$ cat src/rtl/ss_pattern_capture_if.sv
// Seven-segment readback bus: the multiplexed display inputs (anodes and
// cathodes) together with the decoded digit results.
interface ss_pattern_capture_if #(
  parameter int DIGITS = 4
);
  localparam int IDX_W = (DIGITS > 1) ? $clog2(DIGITS) : 1;

  logic [DIGITS-1:0]   an;
  logic [6:0]          a_to_g;
  logic [4*DIGITS-1:0] digits;
  logic [DIGITS-1:0]   digit_valid;
  logic                frame_done;
  logic                err_strobe;
  logic [IDX_W-1:0]    err_index;

  // Display side: drives the bus and observes the readback.
  modport master (
    output an, a_to_g,
    input  digits, digit_valid, frame_done, err_strobe, err_index
  );

  // Capture side: observes the bus and produces the readback.
  modport slave (
    input  an, a_to_g,
    output digits, digit_valid, frame_done, err_strobe, err_index
  );
endinterface

$ cat src/rtl/ss_pattern_capture.sv
// Seven-segment pattern capture: watches a multiplexed, active-low display
// bus, waits for each anode/segment pair to settle, and turns the segment
// pattern back into a BCD digit. Invalid patterns and multi-anode overlaps
// raise a one-cycle error strobe; a frame strobe marks a full refresh.
module ss_pattern_capture #(
  parameter int DIGITS        = 4,
  parameter int STABLE_CYCLES = 4
) (
  input  logic                 clk,
  input  logic                 rst_n,
  ss_pattern_capture_if.slave  bus
);

  localparam int IDX_W = (DIGITS > 1) ? $clog2(DIGITS) : 1;
  localparam int CNT_W = $clog2(STABLE_CYCLES + 1);
  localparam int RAW_W = DIGITS + 7;

  localparam logic [CNT_W-1:0] CNT_MAX = CNT_W'(STABLE_CYCLES);
  localparam logic [CNT_W-1:0] CNT_ARM = CNT_W'(STABLE_CYCLES - 1);

  // Decoded pattern fields: {valid digit, blank, value}.
  typedef struct packed {
    logic       is_digit;
    logic       is_blank;
    logic [3:0] value;
  } seg_dec_t;

  // Map an active-low a..g pattern (bit 6 = a) onto its digit value.
  function automatic seg_dec_t decode_seg(input logic [6:0] seg);
    seg_dec_t d;
    d = '{is_digit: 1'b1, is_blank: 1'b0, value: 4'hF};
    case (seg)
      7'b0000001: d.value = 4'd0;
      7'b1001111: d.value = 4'd1;
      7'b0010010: d.value = 4'd2;
      7'b0000110: d.value = 4'd3;
      7'b1001100: d.value = 4'd4;
      7'b0100100: d.value = 4'd5;
      7'b0100000: d.value = 4'd6;
      7'b0001111: d.value = 4'd7;
      7'b0000000: d.value = 4'd8;
      7'b0000100: d.value = 4'd9;
      7'b1111111: begin
        d.is_digit = 1'b0;
        d.is_blank = 1'b1;
      end
      default: d.is_digit = 1'b0;
    endcase
    return d;
  endfunction

  // Registered state
  logic [RAW_W-1:0]    r_q;
  logic [CNT_W-1:0]    cnt_q,        cnt_d;
  logic [4*DIGITS-1:0] digits_q,     digits_d;
  logic [DIGITS-1:0]   valid_q,      valid_d;
  logic [DIGITS-1:0]   seen_q,       seen_d;
  logic                frame_done_q, frame_done_d;
  logic                err_strobe_q, err_strobe_d;
  logic [IDX_W-1:0]    err_index_q,  err_index_d;

  // Combinational helpers
  logic [RAW_W-1:0] raw;
  logic             stable;
  logic             sample;
  logic [3:0]       low_cnt;
  logic [IDX_W-1:0] sel_idx;
  logic [DIGITS-1:0] cap_mask;
  seg_dec_t         dec;

  assign raw    = {bus.an, bus.a_to_g};
  assign stable = (raw == r_q);
  // The edge that moves cnt from STABLE_CYCLES-1 to STABLE_CYCLES; a
  // saturated counter stays at CNT_MAX and cannot re-arm this.
  assign sample = stable && (cnt_q == CNT_ARM);
  assign dec    = decode_seg(bus.a_to_g);

  // Count the low anodes and remember which one is low.
  always_comb begin
    low_cnt = 4'd0;
    sel_idx = '0;
    for (int i = 0; i < DIGITS; i++) begin
      if (!bus.an[i]) begin
        low_cnt = low_cnt + 4'd1;
        sel_idx = IDX_W'(i);
      end
    end
  end

  // Next-state for stability counter, captured slots, errors and frame mask.
  always_comb begin
    cnt_d        = cnt_q;
    digits_d     = digits_q;
    valid_d      = valid_q;
    err_strobe_d = 1'b0;
    err_index_d  = err_index_q;
    cap_mask     = '0;

    if (!stable) begin
      cnt_d = '0;
    end else if (cnt_q != CNT_MAX) begin
      cnt_d = cnt_q + 1'b1;
    end

    if (sample) begin
      if (low_cnt >= 4'd2) begin
        // Overlapping anodes: the pattern belongs to no single slot.
        err_strobe_d = 1'b1;
      end else if (low_cnt == 4'd1) begin
        if (dec.is_digit) begin
          digits_d[{sel_idx, 2'b00} +: 4] = dec.value;
          valid_d[sel_idx]                = 1'b1;
          cap_mask[sel_idx]               = 1'b1;
        end else if (dec.is_blank) begin
          digits_d[{sel_idx, 2'b00} +: 4] = 4'hF;
          valid_d[sel_idx]                = 1'b0;
          cap_mask[sel_idx]               = 1'b1;
        end else begin
          err_strobe_d = 1'b1;
          err_index_d  = sel_idx;
        end
      end
    end

    // A full mask fires the frame strobe and clears; a capture landing on
    // that same edge is kept in the fresh mask.
    frame_done_d = &seen_q;
    seen_d       = ((&seen_q) ? '0 : seen_q) | cap_mask;
  end

  // State registers with asynchronous active-low reset.
  always_ff @(posedge clk or negedge rst_n) begin
    if (!rst_n) begin
      r_q          <= '1;
      cnt_q        <= '0;
      digits_q     <= '1;
      valid_q      <= '0;
      seen_q       <= '0;
      frame_done_q <= 1'b0;
      err_strobe_q <= 1'b0;
      err_index_q  <= '0;
    end else begin
      r_q          <= raw;
      cnt_q        <= cnt_d;
      digits_q     <= digits_d;
      valid_q      <= valid_d;
      seen_q       <= seen_d;
      frame_done_q <= frame_done_d;
      err_strobe_q <= err_strobe_d;
      err_index_q  <= err_index_d;
    end
  end

  assign bus.digits      = digits_q;
  assign bus.digit_valid = valid_q;
  assign bus.frame_done  = frame_done_q;
  assign bus.err_strobe  = err_strobe_q;
  assign bus.err_index   = err_index_q;

endmodule

$ cat src/flat_wrapper.sv
// flat-port wrapper written by rule: the top's interface ports become plain ports
module ss_pattern_capture_flat 
#(
  parameter int DIGITS        = 4,
  parameter int STABLE_CYCLES = 4
)
  (clk, rst_n, bus_an, bus_a_to_g, bus_digits, bus_digit_valid, bus_frame_done, bus_err_strobe, bus_err_index);
  ss_pattern_capture_if #(.DIGITS(DIGITS)) bus_i ();
  input  logic clk;
  input  logic rst_n;
  input wire logic [$bits(bus_i.an)-1:0] bus_an;
  input wire logic [$bits(bus_i.a_to_g)-1:0] bus_a_to_g;
  output wire logic [$bits(bus_i.digits)-1:0] bus_digits;
  output wire logic [$bits(bus_i.digit_valid)-1:0] bus_digit_valid;
  output wire logic [$bits(bus_i.frame_done)-1:0] bus_frame_done;
  output wire logic [$bits(bus_i.err_strobe)-1:0] bus_err_strobe;
  output wire logic [$bits(bus_i.err_index)-1:0] bus_err_index;
  assign bus_i.an = bus_an;
  assign bus_i.a_to_g = bus_a_to_g;
  assign bus_digits = bus_i.digits;
  assign bus_digit_valid = bus_i.digit_valid;
  assign bus_frame_done = bus_i.frame_done;
  assign bus_err_strobe = bus_i.err_strobe;
  assign bus_err_index = bus_i.err_index;
  ss_pattern_capture #(.DIGITS(DIGITS), .STABLE_CYCLES(STABLE_CYCLES)) u_core (.clk(clk), .rst_n(rst_n), .bus(bus_i));
endmodule
$ cat config.mk
export PLATFORM = sky130hd
export DESIGN_NAME = ss_pattern_capture_flat
export DESIGN_NICKNAME = d
export VERILOG_FILES = /design/src/rtl/ss_pattern_capture_if.sv /design/src/rtl/ss_pattern_capture.sv /design/src/flat_wrapper.sv
export SDC_FILE = /design/constraint.sdc
export NUM_CORES = 1
export LEC_CHECK = 0
export BUFFER_PORTS_ARGS = -buffer_cell sky130_fd_sc_hd__buf_4
export CORE_UTILIZATION = 55
export CTS_CLUSTER_SIZE = 28
export DETAILED_ROUTE_END_ITERATION = 7
export PLACE_DENSITY = 0.84
export SYNTH_ARGS = -nofsm -noshare
export SYNTH_HDL_FRONTEND = slang
export SYNTH_SLANG_ARGS = --single-unit
$ cat constraint.sdc
create_clock -name clk -period 3.6 [get_ports clk]
set_input_delay 0.36 -clock clk [delete_from_list [all_inputs] [get_ports clk]]
set_output_delay 0.36 -clock clk [all_outputs]
set_load 0.005 [all_outputs]
# ---- Word level (Yosys, flattened, before mapping)
# Index checks and enable logic that the tools add are counted.
dict set report word_totals {
  ff_bits 42
  in_bits 13
  out_inout_bits 24
  wordCells 80
}
dict set report classes {
  n_addsub 5
  n_lt_le_gt_ge 3
  eq_ne 15
  n_shift 3
  mux 31
  n_bitwise 7
  n_reduce_logical 8
}
# cell n
set op_table {}
lappend op_table {{$mux 4} 11}
lappend op_table {{$pmux 4 s10} 1}
lappend op_table {{$bwmux 16} 2}
lappend op_table {{$mux 16} 2}
lappend op_table {{$eq 7x7->1 const B} 3}
lappend op_table {{$shift 4x6->16 const A} 1}
lappend op_table {{$shiftx 4x6->16} 1}
lappend op_table {{$shiftx 4x6->16 const A} 1}
lappend op_table {{$eq 7x3->1 const B} 2}
lappend op_table {{$eq 7x6->1 const B} 2}
lappend op_table {{$eq 11x11->1} 1}
lappend op_table {{$mux 1} 10}
lappend op_table {{$reduce_or 10->1} 1}
lappend op_table {{$add 4x1->4 const B} 2}
lappend op_table {{$or 4x4->4} 2}
lappend op_table {{$reduce_and 4->1} 2}
lappend op_table {{$eq 7x1->1 const B} 1}
lappend op_table {{$eq 7x4->1 const B} 1}
lappend op_table {{$eq 7x5->1 const B} 1}
lappend op_table {{$logic_not 7->1} 1}
lappend op_table {{$mux 3} 2}
lappend op_table {{$neg 4->6} 1}
lappend op_table {{$reduce_and 5->1} 1}
lappend op_table {{$and 4x4->4} 1}
lappend op_table {{other kinds (15)} 19}

# ---- Logic depth before layout (Yosys ltp)
# Gate-level depths: netlist of the first run.
dict set report logic_depth {
  ltp_word 13
  ltp_mapped 12
  depth_no_buf 11
}

# ---- Least setup slack after synthesis of the first run
# OpenSTA, ideal clock, no wires.
dict set report synth_timing {
  kind {input -> register}
  from {input bus_an[0]}
  to {register u_core.digits_q[1] (netlist: u_core.bus.digits[1])}
  setup_time_ps 82
  arrival_ps 2718
  t_required_ps 3518
  slack_ps 800
  cell_stages 12
  path_cell_list {inv_1 -> ha_1 -> o21ai_0 -> inv_1 -> ha_1 -> or4b_4 -> o22ai_2 -> a31o_4 -> and4_1 -> buf_6 -> nand2_2 -> mux2_4}
}
dict set report synth_via {
  elab_chain_cells 10
}
# item line
set synth_rtl {}
lappend synth_rtl {{from (decl)} flat_wrapper.sv:11} ;# input wire logic [$bits(bus_i.an)-1:0] bus_an;
lappend synth_rtl {{$mux 1} ss_pattern_capture.sv:83} ;# if (!bus.an[i]) begin
lappend synth_rtl {{$add 1x1->2} ss_pattern_capture.sv:84} ;# low_cnt = low_cnt + 4'd1;
lappend synth_rtl {{$mux 4} ss_pattern_capture.sv:83}
lappend synth_rtl {{$add 4x1->4} ss_pattern_capture.sv:84}
lappend synth_rtl {{$mux 4} ss_pattern_capture.sv:83}
lappend synth_rtl {{$add 4x1->4} ss_pattern_capture.sv:84}
lappend synth_rtl {{$mux 4} ss_pattern_capture.sv:83}
lappend synth_rtl {{$ge 4x2->1} ss_pattern_capture.sv:106} ;# if (low_cnt >= 4'd2) begin
lappend synth_rtl {{$not 1->1 (no source line)} -}
lappend synth_rtl {{$reduce_and 4->1 (no source line) (*)} -}
lappend synth_rtl {{to (signal assigned)} ss_pattern_capture.sv:145} ;# digits_q <= digits_d;
lappend synth_rtl {{to (decl)} ss_pattern_capture.sv:55} ;# logic [4*DIGITS-1:0] digits_q, digits_d;
# Every way passes the cells marked *; elsewhere a longest branch is shown, timed or not.
# A chain may end at the register's enable or synchronous reset.

# ---- Final worst setup path of the first run
dict set report layout_timing {
  from {input bus_an[1]}
  to {register u_core.digits_q[5] (netlist: u_core.bus.digits[5])}
}
dict set report layout_via {
  elab_chain_cells 8
}
# item line
set layout_rtl {}
lappend layout_rtl {{$mux 4 or $mux 1 (tied branches)} ss_pattern_capture.sv:83}
lappend layout_rtl {{$add 4x1->4 or $mux 2 (tied branches)} {ss_pattern_capture.sv:84, ss_pattern_capture.sv:83}}
lappend layout_rtl {{$mux 4 or $mux 2 (tied branches)} ss_pattern_capture.sv:83}
lappend layout_rtl {{$add 4x1->4 or $neg 4->6 (tied branches)} {ss_pattern_capture.sv:84, ss_pattern_capture.sv:111, ss_pattern_capture.sv:115}}
lappend layout_rtl {{$mux 4, or another cell as far along} ss_pattern_capture.sv:83}
lappend layout_rtl {{$ge 4x2->1 or $bwmux 16 (tied branches)} {ss_pattern_capture.sv:106, ss_pattern_capture.sv:115}}
lappend layout_rtl {{$not 1->1 (no source line) or $mux 16 (tied branches)} -}
lappend layout_rtl {{$reduce_and 4->1 (no source line) or $mux 16 (tied branches)} -}
# Parallel ways exist; a longest one is shown, timed or not. The select of a mux whose other input is x is not followed.

==> impl_results.md, run 1 <==
* Residual overflow from global routing at 0
* Boundary Pins at 37
* Critical Path End Type: flop
* Critical path data required time at around 3800 ps
* Peak per-stage delay on the critical path at about 490 ps
* Worst Tran Pin Value at 699 ps
* Number of nets in the synthesized netlist at 219
* PostCTS Resize Cnt at 0
* Remaining antenna violation count after routing at 0
* Wire length per cell after detailed routing at 14.7 um
* Async S/R FF share, synth at 100%
* Tmin final at ~2900 ps
* Count of maximum capacitance violations at 0
* Floorplan die width at 65.8 um
* Vias in the first global route at 1526
* RSZ-0062 raised after global routing: no
* Total design power at about 0.90 mW
* DRT met1 WL at between 1500 and 2000 um
* Drc violations at 0
* Seq/Total Area, Yosys at between 40 and 50%
* Post-route design area at 2560 um2
* TNS Setup at 0 ps
* Layout Skew at ~12 ps
* RD Place Congestion at 0.858
* Avg Cell Area, Syn at 11.2 um2
* Mapped Cells at 200
* Core region area at roughly 3800 um2
* Headroom to the max-slew limit at 53.4%
* CTS tree: yes
* Num Clock Sinks at 42
* Half-perimeter wire length after detailed placement at 3020 um
* Overall via count from detail_route at roughly 1500
* Number of storage elements in the synthesis netlist at 42
* Fraction of layout instances using a drive strength above 1 at 39.9%
* Pin count of the biggest net entering global routing at 43
* PwrDens at 351 nW/um2
* Synth unique cells at 50
* Length of routed met3 wiring at between 150 and 200 um
* Clock slew at reported path FFs at about 90 ps
* Clock insertion delay at the later pin of the skew report at a little over 300 ps
* Cell family with the largest share of critical-path delay: simple AND/OR/NAND/NOR gates
* TritonCTS Buffers at 5
* Final worst-path cycle share at about 81%
* Root Buffer Master: clkbuf_8
* Buffers from clock root to sink, at most at 2
* Relative area change from synthesis to final layout at 14.6%
* Final worst hold slack at between 20 and 25 ps
* Type of origin of the critical path: primary input
* Achievable Freq at 344 MHz
* Die outline height at between 60 and 70 um
* H-Tree Depth at 2
* Number of warnings reported in the yosys synthesis log at 0
* Biggest fanout along the worst timing path at 8
* Slowest cell on the critical path: or4b_4
* Number of detailed-routing iterations run before antenna repair at 5
* Via-to-Cell Ratio at around 5.5
* Setup Fix Bufs, Post-CTS at 0
* Worst vdd rail ir drop at about 0.32 mV
* Wire length of the first global-routing pass at 7130 um
* Number of hold buffers added after CTS at 0
* Number of nets in the finished design at 251
* Critical-path cell list: buf_4, inv_1, ha_1, o21ai_0, inv_1, ha_1, or4b_4, o22ai_2, a31o_4, and4_1, nand2_2, mux2_4
* Critical Path AT at 3150 ps
* Number of hold-slack violations in the final timing report at 0
* Worst min-delay path class: primary input to async pin
* Top library cells by usage in the layout, fill and taps aside: buf_4 (36), dfstp_2 (27), a21oi_1 (20)
* Cell area after technology mapping at 2240 um2
* Met2 routed WL at between 1500 and 2000 um
* Port Buf Inserts at 36
* DRT iter0 DRCs at 102
* Buffers plus inverters on the worst setup path at 3
* Count of final setup violators at 0
* Static Leak at approximately 1.2 nW
* Number of enable flip-flop cells after synthesis at 0
* Total routing resource utilization after global routing at a little over a fifth
* Status: finished, final reports clean
* DIE AREA at about 4300 um2
* Max layer used: met4
* Commonest non-fill, non-tap cell in the layout: buf_4
* Setup CP Type: primary input to flop
* Slew Viols, Final at 0
* Overall routed net length at a little over 4000 um
* Initial antenna violation count at 0
* Number of rows in the core area at 22
* Starting utilization of the core area at between 50% and 60%
* Diodes inserted at 0
* Cell area reported after detailed placement at 2470 um2
* Primary flip-flop cell chosen by synthesis mapping: dfstp_2
[area by class of cell]
type	instances	area (um2)
fill	283	1210
sequential	42	1080
multi-input combinational	135	1010
timing repair buffer	36	270
clock buffer	5	68.8
tap	48	60.1
inverter	12	45.0
clock inverter	3	23.8
[routing by layer]
| metal | GRT usage (%) | vias up |
|---|---|---|
| li1 | - | 760 |
| met5 | 0 | - |
| met1 | 30.5 | 736 |
| met4 | 7.07 | 0 |
| met3 | 4.66 | 10 |
| met2 | 33.8 | 40 |
[power by group]
group          internal (mW)  switching (mW)
combinational         0.0408          0.0609
sequential             0.484         0.00272
clock                  0.139           0.172
total                  0.663           0.236
[path summary, 6_finish.rpt]
kind | to | start | cells past startpoint | slack [ps]
hold / removal | async pin | rst_n | 1 | 20
max in group asynchronous | u_core.bus.digits[2] | rst_n | 1 | 3200
setup / recovery | u_core.bus.digits[5] | bus_an[1] | 12 | 690
setup reg to reg | u_core.bus.digits[5] | u_core.r_q[8] | 6 | 1460
hold reg to reg | u_core.seen_q[0] | u_core.seen_q[0] | 2 | 480
min in group clk | u_core.r_q[7] | bus_an[0] | 1 | 190
[synthesized netlist by cell type, drive strengths merged, types with 4 or more instances]
| library cell | instances | area share [%] |
|---|---|---|
| inv | 12 | 2.0 |
| nor2b | 4 | 1.1 |
| nand3 | 8 | 1.8 |
| nor2 | 9 | 1.5 |
| mux2 | 6 | 3.5 |
| xnor2 | 14 | 5.5 |
| a21oi | 20 | 4.5 |
| dfrtp | 15 | 17 |
| dfstp | 27 | 32 |
| buf | 11 | 4.3 |
| nand2 | 20 | 4.4 |
| ha | 6 | 3.4 |
[kinds of logic after synthesis]
| kind of cell | after synthesis | share of synthesized area [%] |
|---|---|---|
| AO/OA/AOI/OAI | 42 | 14.4 |
| XOR/XNOR | 16 | 6.26 |
| adder cells (fa/ha/maj) | 6 | 3.36 |
| buffers and inverters | 23 | 6.32 |
| flip-flops | 42 | 48.5 |
| multiplexers | 6 | 3.52 |
| AND/OR/NAND/NOR | 65 | 17.6 |
[sequential cells by signal, summed over array words and instances (netlist names), named ones only]
register,count
u_core.bus.digits,16
u_core.r_q,11
u_core.seen_q,4
u_core.cnt_q,3
u_core.bus.err_index,2
u_core.bus.err_strobe,1
u_core.bus.frame_done,1
[metrics by stage]
| step | setup WS [ps] | std cells | util, % |
|---|---|---|---|
| after floorplan | 800 | 200 | - |
| after global placement | 504 | 273 | 65.5 |
| after detailed placement | 382 | 273 | 65.5 |
| after CTS | 698 | 281 | 68.0 |
| after global routing | 485 | 281 | 68.0 |
| final | 693 | 281 | 68.0 |
Power figures use the tool's default switching activity.
==> run 2, diff against run 1 <==
ABC_AREA = 1   (was not set)
clock period = 2.92 ns   (was 3.6 ns; I/O delays follow)
==> run 2 against run 1 <==
Net effect: global-route usage up 1.0 points; final cell count increased by 41%; final area grew 8.8%; register-to-register slack worse by 320 ps.
==> impl_results.md, run 2 <==
* Wire length of the first global-routing pass at 7820 um
* Floorplan die width at just under 70 um
* RD Place Congestion at around 0.86
* Number of nets in the synthesized netlist at ~330
* DRT iter0 DRCs at a little under 60
* Synth unique cells at 25
* Seq/Total Area, Yosys at around 45%
* Root Buffer Master: clkbuf_8
* Number of warnings reported in the yosys synthesis log at 0
* Residual overflow from global routing at 0
* Worst vdd rail ir drop at 0.319 mV
* Count of maximum capacitance violations at 0
* Drc violations at 0
* Count of final setup violators at 0
* Initial antenna violation count at 0
* Number of storage elements in the synthesis netlist at 42
* Critical-path cell list: buf_4, inv_1, ha_1, xnor2_1, ha_1, inv_1, nand2_1, o21ai_0, nand3_2, nor2_1, nand3_2, nand2_1, nand2_1
* Vias in the first global route at around 1800
* TNS Setup at 0 ps
* Core region area at about 4100 um2
* H-Tree Depth at 2
* Commonest cells in the synthesized netlist: nand2_1 (102), nor2_1 (31), inv_1 (29), nand3_1 (28), dfstp_2 (27)
* Fraction of layout instances using a drive strength above 1 at roughly 29%
* Critical path data required time at between 3000 and 4000 ps
* Top library cells by usage in the layout, fill and taps aside: nand2_1 (102), buf_4 (36), nor2_1 (31)
* Worst Tran Pin Value at 503 ps
* Total routing resource utilization after global routing at between 20% and 30%
* Pin count of the biggest net entering global routing at 43
* Worst slack, placed at 705 ps
* Async S/R FF share, synth at between 90% and 100%
* Num Clock Sinks at 42
* Half-perimeter wire length after detailed placement at roughly 3500 um
* Peak per-stage delay on the critical path at approximately 330 ps
* Headroom to the max-slew limit at 66.5%
* PnR worst setup slack at just under 1000 ps
* Final worst-path cycle share at between 60% and 70%
* Worst min-delay path class: primary input to flop
* Layout Skew at just under 10 ps
* Number of rows in the core area at 23
* Setup CP Type: primary input to flop
* Most frequent cell after synthesis: nand2_1
* CTS tree: yes
* Mapped Cells at 306
* Area share of the leading cell type in the synthesized netlist at between 20% and 30%
* Flip-flop count of the largest register after layout at 16
* Slew Viols, Final at 0
* Commonest non-fill, non-tap cell in the layout: nand2_1
* Achievable Freq at 518 MHz
* PwrDens at between 300 and 400 nW/um2
* Critical Path End Type: flop
* Diodes inserted at 0
* Port Buf Inserts at 36
* Top cells by area in the synthesized netlist: dfstp_2 (30%), nand2_1 (16%), dfrtp_1 (16%)
* Boundary Pins at 37
* Number of detailed-routing iterations run before antenna repair at 4
* Cell area after technology mapping at about 2400 um2
* Buffers from clock root to sink, at most at 2
* Cell area reported after detailed placement at 2690 um2
* Number of nets in the finished design at 364
* Number of enable flip-flop cells after synthesis at 0
* TritonCTS Buffers at 5
* Clock insertion delay at the later pin of the skew report at slightly below 300 ps
* Overall via count from detail_route at 1998
* Remaining antenna violation count after routing at 0
* Die outline height at a little under 70 um
* Cell mode on critical path: nand2_1
* Status: finished, final reports clean
* Number of hold-slack violations in the final timing report at 0
* Type of origin of the critical path: primary input
* DIE AREA at between 4000 and 5000 um2
* RSZ-0062 raised after global routing: no
* Setup Fix Bufs, Post-CTS at 0
* Static Leak at 1.44 nW
* Primary flip-flop cell chosen by synthesis mapping: dfstp_2
* Post-route design area at around 2800 um2
* Leading area contributor after synthesis: dfstp_2
* Via-to-Cell Ratio at approximately 5
* Clock slew at reported path FFs at approximately 80 ps
* Wire length per cell after detailed routing at 11.7 um
* Tmin final at 1930 ps
* Starting utilization of the core area at approximately 59%
* Overall routed net length at 4630 um
* Critical Path AT at 2120 ps
* Avg Cell Area, Syn at ~8 um2
* Biggest fanout along the worst timing path at 6
* Relative area change from synthesis to final layout at 16.2%
* Slowest cell on the critical path: ha_1
-- run 2: layout make-up --
type	count	area [um2]
fill	364	1300
multi-input combinational	225	1150
sequential	42	1080
timing repair buffer	37	280
inverter	34	128
clock buffer	6	72.6
tap	50	62.6
clock inverter	2	13.8
-- run 2: where the power goes --
group | switching [mW] | internal, mW | leakage [nW]
clock network | 0.195 | 0.169 | 0.0452
registers | 0.00346 | 0.596 | 0.490
logic | 0.0952 | 0.0489 | 0.907
total | 0.294 | 0.814 | 1.44
-- run 2: path summary, 6_finish.rpt --
kind                            slack, ps            startpoint               endpoint  cells past startpoint
worst max register to register       1140         u_core.r_q[7]                   flop                      8
worst min-delay path                  130             bus_an[1]          u_core.r_q[8]                      1
worst min register to register        470  u_core.bus.digits[9]   u_core.bus.digits[9]                      2
max in group asynchronous            2030                 rst_n          u_core.r_q[5]                      2
min in group asynchronous             510                 rst_n  u_core.bus.err_strobe                      2
worst max-delay path                  990             bus_an[1]                   flop                     13
-- run 2: kinds of logic after synthesis --
logic type / Yosys count / share of synthesized area [%]
AO/OA/AOI/OAI: 19 / 3.96
XOR/XNOR: 10 / 3.65
adder cells (fa/ha/maj): 6 / 3.13
buffers and inverters: 39 / 6.98
flip-flops: 42 / 45.2
AND/OR/NAND/NOR: 190 / 37.1
-- run 2: through the flow --
stage	instances	hold WS (ps)	power, mW	utilization (%)
finish	396	128	1.11	68.3
global route	396	119	1.16	68.3
CTS	396	125	1.12	68.3
detailed placement	387	299	0.752	65.9
global placement	387	295	0.748	65.9
floorplan	306	-3.59	0.707	-
-- run 2: critical path: cells and delay by family --
| kind | cells | cell delay (ps) |
|---|---|---|
| xor gates and xnor gates | 1 | 220 |
| and+or+nand+nor | 6 | 700 |
| adders and majority gates | 2 | 590 |
| AOI/OAI and AO/OA | 1 | 100 |
| buffers and inverters | 3 | 230 |
-- run 2: per-layer routing --
layer	wire length, um	GRT usage (%)	part of all wire (%)
met1	2210	30.6	48
met2	2160	37.4	47
met3	199	5.00	4.3
met4	56	6.25	1.2
met5	0	0	0
-- run 2: repair_timing --
item	CTS	global route
endpoints found under the hold margin	15	0
gates resized for setup	0	0
hold buffers	1	0
